$ cat src/rtl/column_scan_coord_encoder_if.sv
// Scan/coordinate bundle between game logic and the LED column scanner.
// Game logic owns enable/hold/hold_col; the scanner owns the display drive outputs.
interface column_scan_coord_encoder_if #(
  parameter int NUM_COLS = 5,
  parameter int IDX_W    = 4
);
  logic                enable;
  logic                hold;
  logic [IDX_W-1:0]    hold_col;
  logic [IDX_W-1:0]    col_idx;
  logic [NUM_COLS-1:0] col_sel;
  logic [3:0]          coord_code;
  logic                coord_valid;
  logic                frame_tick;

  modport master (
    output enable, hold, hold_col,
    input  col_idx, col_sel, coord_code, coord_valid, frame_tick
  );

  modport slave (
    input  enable, hold, hold_col,
    output col_idx, col_sel, coord_code, coord_valid, frame_tick
  );
endinterface

$ cat src/rtl/column_scan_coord_encoder.sv
// Time-multiplexed LED column scanner with a blank cycle between columns, hold-to-column
// support and a BCD coordinate digit for the 7-segment path.
module column_scan_coord_encoder #(
  parameter int NUM_COLS       = 5,
  parameter int IDX_W          = 4,
  parameter int DWELL          = 1000,
  parameter int CODE_OFFSET    = 1,
  parameter int COL_ACTIVE_LOW = 1
) (
  input  logic                        clk,
  input  logic                        reset,
  column_scan_coord_encoder_if.slave  bus
);

  localparam int                  CNT_W      = (DWELL > 2) ? $clog2(DWELL) : 1;
  localparam logic [CNT_W-1:0]    CNT_LAST   = CNT_W'(DWELL - 1);
  localparam logic [CNT_W-1:0]    CNT_ZERO   = {CNT_W{1'b0}};
  localparam logic [IDX_W-1:0]    COL_LAST   = IDX_W'(NUM_COLS - 1);
  localparam logic [IDX_W-1:0]    COL_ZERO   = {IDX_W{1'b0}};
  localparam logic [IDX_W:0]      COL_LIMIT  = (IDX_W + 1)'(NUM_COLS);
  localparam logic [NUM_COLS-1:0] SEL_IDLE   = (COL_ACTIVE_LOW != 0) ? {NUM_COLS{1'b1}}
                                                                     : {NUM_COLS{1'b0}};

  // IDLE: waiting for the first enabled edge after reset; PAUSE: frozen by enable=0.
  typedef enum logic [1:0] {
    ST_IDLE  = 2'd0,
    ST_RUN   = 2'd1,
    ST_PAUSE = 2'd2
  } state_t;

  state_t              state_q, state_d;
  logic [CNT_W-1:0]    cnt_q, cnt_d;
  logic [IDX_W-1:0]    col_idx_q, col_idx_d;
  logic [NUM_COLS-1:0] col_sel_q, col_sel_d;
  logic [3:0]          coord_code_q, coord_code_d;
  logic                coord_valid_q, coord_valid_d;
  logic                frame_tick_q, frame_tick_d;
  logic [IDX_W-1:0]    next_col_s;
  logic                natural_wrap_s;
  logic                advance_s;

  // Displayed digit: columns whose offset value exceeds 9 show a blank digit.
  function automatic logic [3:0] coord_of(input logic [IDX_W-1:0] idx);
    logic [4:0] v;
    v = 5'(idx) + 5'(CODE_OFFSET);
    return (v <= 5'd9) ? v[3:0] : 4'hF;
  endfunction

  function automatic logic [NUM_COLS-1:0] drive_of(input logic [IDX_W-1:0] idx);
    logic [NUM_COLS-1:0] s;
    for (int i = 0; i < NUM_COLS; i++) begin
      s[i] = (idx == IDX_W'(i));
    end
    return (COL_ACTIVE_LOW != 0) ? ~s : s;
  endfunction

  // Column chosen for the following slot; out-of-range hold requests keep the current column.
  always_comb begin
    next_col_s     = col_idx_q;
    natural_wrap_s = 1'b0;
    if (bus.hold) begin
      if ({1'b0, bus.hold_col} < COL_LIMIT) begin
        next_col_s = bus.hold_col;
      end else begin
        next_col_s = col_idx_q;
      end
    end else if (col_idx_q == COL_LAST) begin
      next_col_s     = COL_ZERO;
      natural_wrap_s = 1'b1;
    end else begin
      next_col_s = col_idx_q + IDX_W'(1);
    end
  end

  // Slot sequencing and next output values.
  always_comb begin
    state_d       = state_q;
    cnt_d         = cnt_q;
    col_idx_d     = col_idx_q;
    col_sel_d     = SEL_IDLE;
    coord_code_d  = coord_code_q;
    coord_valid_d = 1'b0;
    frame_tick_d  = 1'b0;
    advance_s     = 1'b0;

    case (state_q)
      ST_IDLE: begin
        if (bus.enable) begin
          state_d      = ST_RUN;
          cnt_d        = CNT_ZERO;
          col_idx_d    = COL_ZERO;
          coord_code_d = coord_of(COL_ZERO);
          frame_tick_d = 1'b1;
        end else begin
          state_d = ST_IDLE;
        end
      end
      ST_RUN: begin
        if (bus.enable) begin
          advance_s = 1'b1;
        end else begin
          state_d = ST_PAUSE;
        end
      end
      ST_PAUSE: begin
        if (bus.enable) begin
          state_d = ST_RUN;
          // A slot frozen on its blank cycle shows that blank cycle again.
          advance_s = (cnt_q != CNT_ZERO);
        end else begin
          state_d = ST_PAUSE;
        end
      end
      default: begin
        state_d = ST_IDLE;
      end
    endcase

    if (advance_s) begin
      if (cnt_q == CNT_LAST) begin
        cnt_d        = CNT_ZERO;
        col_idx_d    = next_col_s;
        coord_code_d = coord_of(next_col_s);
        frame_tick_d = natural_wrap_s;
      end else begin
        cnt_d         = cnt_q + CNT_W'(1);
        col_sel_d     = drive_of(col_idx_q);
        coord_valid_d = 1'b1;
      end
    end else begin
      cnt_d = cnt_d;
    end
  end

  // State and output registers; reset wins over enable and hold.
  always_ff @(posedge clk) begin
    if (reset) begin
      state_q       <= ST_IDLE;
      cnt_q         <= CNT_ZERO;
      col_idx_q     <= COL_ZERO;
      col_sel_q     <= SEL_IDLE;
      coord_code_q  <= 4'hF;
      coord_valid_q <= 1'b0;
      frame_tick_q  <= 1'b0;
    end else begin
      state_q       <= state_d;
      cnt_q         <= cnt_d;
      col_idx_q     <= col_idx_d;
      col_sel_q     <= col_sel_d;
      coord_code_q  <= coord_code_d;
      coord_valid_q <= coord_valid_d;
      frame_tick_q  <= frame_tick_d;
    end
  end

  assign bus.col_idx     = col_idx_q;
  assign bus.col_sel     = col_sel_q;
  assign bus.coord_code  = coord_code_q;
  assign bus.coord_valid = coord_valid_q;
  assign bus.frame_tick  = frame_tick_q;

endmodule
$ cat src/flat_wrapper.sv
// flat-port wrapper written by rule: the top's interface ports become plain ports
module column_scan_coord_encoder_flat 
#(
  parameter int NUM_COLS       = 5,
  parameter int IDX_W          = 4,
  parameter int DWELL          = 1000,
  parameter int CODE_OFFSET    = 1,
  parameter int COL_ACTIVE_LOW = 1
)
  (clk, reset, bus_enable, bus_hold, bus_hold_col, bus_col_idx, bus_col_sel, bus_coord_code, bus_coord_valid, bus_frame_tick);
  column_scan_coord_encoder_if #(.NUM_COLS(NUM_COLS), .IDX_W(IDX_W)) bus_i ();
  input  logic clk;
  input  logic reset;
  input wire logic [$bits(bus_i.enable)-1:0] bus_enable;
  input wire logic [$bits(bus_i.hold)-1:0] bus_hold;
  input wire logic [$bits(bus_i.hold_col)-1:0] bus_hold_col;
  output wire logic [$bits(bus_i.col_idx)-1:0] bus_col_idx;
  output wire logic [$bits(bus_i.col_sel)-1:0] bus_col_sel;
  output wire logic [$bits(bus_i.coord_code)-1:0] bus_coord_code;
  output wire logic [$bits(bus_i.coord_valid)-1:0] bus_coord_valid;
  output wire logic [$bits(bus_i.frame_tick)-1:0] bus_frame_tick;
  assign bus_i.enable = bus_enable;
  assign bus_i.hold = bus_hold;
  assign bus_i.hold_col = bus_hold_col;
  assign bus_col_idx = bus_i.col_idx;
  assign bus_col_sel = bus_i.col_sel;
  assign bus_coord_code = bus_i.coord_code;
  assign bus_coord_valid = bus_i.coord_valid;
  assign bus_frame_tick = bus_i.frame_tick;
  column_scan_coord_encoder #(.NUM_COLS(NUM_COLS), .IDX_W(IDX_W), .DWELL(DWELL), .CODE_OFFSET(CODE_OFFSET), .COL_ACTIVE_LOW(COL_ACTIVE_LOW)) u_core (.clk(clk), .reset(reset), .bus(bus_i));
endmodule
$ cat config.mk
export PLATFORM = sky130hd
export DESIGN_NAME = column_scan_coord_encoder_flat
export DESIGN_NICKNAME = d
export VERILOG_FILES = /design/src/rtl/column_scan_coord_encoder_if.sv /design/src/rtl/column_scan_coord_encoder.sv /design/src/flat_wrapper.sv
export SDC_FILE = /design/constraint.sdc
export NUM_CORES = 1
export LEC_CHECK = 0
export CELL_PAD_IN_SITES_DETAIL_PLACEMENT = 0
export CELL_PAD_IN_SITES_GLOBAL_PLACEMENT = 1
export CORE_MARGIN = 2
export CORE_UTILIZATION = 30
export DETAILED_ROUTE_END_ITERATION = 16
export PLACE_DENSITY_LB_ADDON = 0.1
export SLEW_MARGIN = 20
export SYNTH_ARGS = -nofsm -noshare
export SYNTH_HDL_FRONTEND = slang
export SYNTH_SLANG_ARGS = --single-unit
$ cat constraint.sdc
create_clock -name clk -period 3.19 [get_ports clk]
set_clock_uncertainty 0.15 [all_clocks]
set_input_delay 0.638 -clock clk [delete_from_list [all_inputs] [get_ports clk]]
set_output_delay 0.638 -clock clk [all_outputs]
set_load 0.005 [all_outputs]
==> key figures <==
Timing
  • Slew headroom: 60.01%
  • Worst Max-Slew Pin Slew: approximately 0.6 ns
  • Final critical-path required period: around 2.8 ns
  • Setup Viol. Count Final: 0
  • Setup TNS: 0 ns
  • Fin crit share: between 80 and 90%
  • Fin. Hold Viols: 0
  • RSZ-0062 raised after global routing: false
  • Fmax: between 300 and 400 MHz
  • Hold WS: between 0.3 and 0.4 ns
  • Final Max Slew Viols: 0

Yosys
  • Area contributors post-synth: dfxtp_1 (34%), ha_1 (9.5%), a21oi_1 (5.7%), nand3_1 (4.8%), o21ai_0 (3.8%)
  • Syn avg cell area: a little over 8 um^2
  • Sequential-to-total area share from yosys stat: 34.34%
  • YS warnings: 0
  • Count of different cell masters after synthesis: 51
  • Top-area cell type share of the netlist area: approximately a third
  • Share of flip-flops with an asynchronous set or reset: 0%
  • Syn_nets: 215
  • Synth area leader: dfxtp_1
  • FF+latch count, synth: 27
  • Number of synthesized flops with an enable pin: 0
  • Dominant synthesized flop cell: dfxtp_1
  • Cells after synthesis: between 150 and 200
  • Area of the mapped netlist: 0.001574 mm^2

Worst setup path
  • Crit path kind: in2reg
  • Critical Path AT: around 2.8 ns
  • Worst stage delay on the critical path: around 0.57 ns
  • FF-to-FF End: u_core.bus.coord_code[1]$_SDFF_PP1_
  • Reg2Reg Depth: 9
  • Slowest cell on the critical path: or4_1
  • WP buf/inv: 2
  • Critical path cell sequence: clkdlybuf4s50_1, nor2_1, o211ai_1, o211a_2, inv_1, ha_1, or4_1, a32oi_1
  • R2R Path Start: u_core.bus.col_idx[1]$_SDFF_PP0_
  • Worst setup SP type: input pin
  • FF-to-FF setup slack: roughly 0.6 ns
  • CP Max Fanout: 7
  • CP Capture Type: flip-flop
  • Crit path max-delay family: buffers and inverters
  • CP required: about 3.2 ns

Detailed routing
  • WL final: roughly 3900 um
  • Post-DRT Antenna Nets: 0
  • Drt wl/cell: approximately 13 um
  • # DRC: 0
  • Mean number of vias per cell: between 5 and 6
  • Initial detailed-routing violation count: 64
  • Via count: ~1,500
  • Pre-Repair DR Iteration Count: 4

Finish
  • Layout cell share with drive strength beyond 1: 8.520%
  • Nets: roughly 240
  • Fin area: between 0.0015 and 0.002 mm^2
  • Area growth from synthesis to layout: 24.80%
  • Antenna diodes: 0
  • Finished Layout Cells: about 300
  • Number of fillers in the final layout: ~570

CTS
  • Htree depth: 1
  • CTS tree: done
  • Setup Fix Bufs, Post-CTS: 0
  • Clock-pin slew on the worst setup and hold paths: around 0.090 ns
  • CTS Hold Bufs: 0
  • Worst-Skew Late Latency: about 0.28 ns
  • Root buffer cell: clkbuf_8
  • Post-CTS Resized: 0
  • CTS sink count: 27
  • Clock buffer depth: 2
  • Inserted Clock Buffers: 3

Place
  • DPL Wire Length: 2951 um
  • I/O Buffers: 22
  • Placed Area: ~0.0019 mm^2
  • RD Place Congestion: a little over 0.8
  • Dpl cells: 289

Global routing
  • Met2 Track Usage GR: 24.42%
  • Vias in the first global route: about 1,500
  • Remaining Overflow, GRT: 0
  • Met1 GRT Util: approximately 18%
  • GR Util met3: around 1.8%
  • Largest net degree at the start of global routing: 18
  • Gr usage total: 14.03%
  • Initial antenna violation count: 0
  • Global-route wire length before repair: 6782 um
  • Most used routing layer: met2

Floorplanning
  • Total core area: between 0.005 and 0.006 mm^2
  • Row count: 26
  • Full die area: 0.005842 mm^2
  • Io pins: 23
  • Die height: between 70 and 80 um
  • Initial Util: a little under a third
  • Die X: around 76 um

Power
  • PD cells: around 330 mW/mm^2
  • Worst VDD drop: around 0.15 mV
  • Leak Pwr: approximately 0.69 nW
  • Tot Pwr: 640.6 uW

Worst hold path
  • Hold worst-path end: u_core.bus.coord_code[3]$_SDFF_PP1_
  • Hold Crit Depth: 2
  • HP Class: reg2reg
  • Critical hold path startpoint: u_core.bus.coord_code[3]$_SDFF_PP1_

Status
  • Outcome: finished clean

Run
  • Max Cap Viol: 0
## stage by stage
stage                     worst slack (ns)  utilization [%]
after CTS                           0.4278            38.71
after detailed placement            0.1285            37.75
after global placement              0.1993            37.75
after floorplan                     0.6772                -
after global routing                0.2829            38.71
final                               0.4026            38.71
## metal layers
metal | wire [um] | share of wire, %
met3 | 63 | 1.6
met1 | 1873 | 48
met2 | 1917 | 49
met5 | 0 | 0
met4 | 37 | 0.95
## kinds of logic (layout without fill, tap and decap cells)
group                      Yosys count  in the layout  share of synthesized area (%)
and+or+nand+nor                     73             73                          24.64
AOI/OAI and AO/OA                   61             61                          24.88
DFF                                 27             27                          34.34
buffers and inverters               20             48                          5.484
adders and majority gates           12             12                          9.539
xor gates and xnor gates             2              2                          1.113
## layout by cell type (no fill, tap or decap), drive strengths merged, types with 3 or more instances in the layout
| master | netlist | final |
|---|---|---|
| a21oi | 18 | 18 |
| a31oi | 6 | 6 |
| buf | 3 | 10 |
| clkbuf | 5 | 3 |
| clkdlybuf4s50 | 0 | 22 |
| dfxtp | 27 | 27 |
| ha | 12 | 12 |
| inv | 12 | 12 |
| nand2 | 15 | 15 |
| nand3 | 15 | 15 |
| nand3b | 3 | 3 |
| nor2 | 11 | 11 |
| nor2b | 5 | 5 |
| nor3 | 4 | 4 |
| o211ai | 4 | 4 |
| o21ai | 14 | 14 |
## power by group
group          leakage, nW  switching (mW)  internal (mW)  total [mW]
clock               0.0217           0.115         0.0888       0.204
combinational        0.448          0.0457         0.0426      0.0883
sequential           0.219         0.00470          0.344       0.349
## cell type report
class / instances / area, um^2 / share of cell area, %
multi-input combinational: 148 / 947.2 / 48.22
sequential: 27 / 540.5 / 27.52
clock buffer: 3 / 41.29 / 2.102
inverter: 12 / 45.04 / 2.293
tap: 70 / 87.58 / 4.459
clock inverter: 1 / 7.507 / 0.3822
timing repair buffer: 32 / 295.3 / 15.03
## worst register-to-register path, delay by kind of cell (launching register included)
| family | cells | cell delay [ns] |
|---|---|---|
| compound gates | 2 | 0.39 |
| simple gates | 3 | 0.96 |
| fa+ha+maj | 2 | 0.50 |
| flops | 1 | 0.33 |
| buf+inv | 2 | 0.20 |
## flip-flops by register name, indices dropped and copies added, names as in the netlist
signal / count
u_core.bus.coord_code: 4
u_core.bus.frame_tick: 1
u_core.bus.col_sel: 5
u_core.bus.col_idx: 4
u_core.cnt_q: 10
u_core.state_q: 2
u_core.bus.coord_valid: 1
## worst max path at each step
stage | start | endpoint | slack (ns) | depth (start not counted)
floorplan | u_core.bus.col_idx[0]$_SDFF_PP0_ | u_core.bus.coord_code[2]$_SDFF_PP1_ | 0.68 | 10
global placement | bus_hold_col[3] | u_core.bus.coord_code[1]$_SDFF_PP1_ | 0.20 | 8
detailed placement | bus_hold_col[3] | u_core.bus.coord_code[1]$_SDFF_PP1_ | 0.13 | 8
CTS | bus_hold_col[3] | u_core.bus.coord_code[1]$_SDFF_PP1_ | 0.43 | 8
global route | bus_hold_col[3] | u_core.bus.coord_code[1]$_SDFF_PP1_ | 0.28 | 8
finish | bus_hold_col[3] | u_core.bus.coord_code[1]$_SDFF_PP1_ | 0.40 | 8
## synthesized netlist by cell type (all sizes together), types with 2 or more instances
master,n
buf,3
nand2b,2
a31oi,6
nor2b,5
o31ai,2
dfxtp,27
and3,2
nand4,2
o21ai,14
nor3,4
clkbuf,5
ha,12
o211ai,4
inv,12
nand2,15
or3,2
and2,2
a21oi,18
nor4,2
nor2,11
nand3,15
nand3b,3
a211oi,2
a31o,2
nor3b,2
Power figures use the tool's default switching activity.
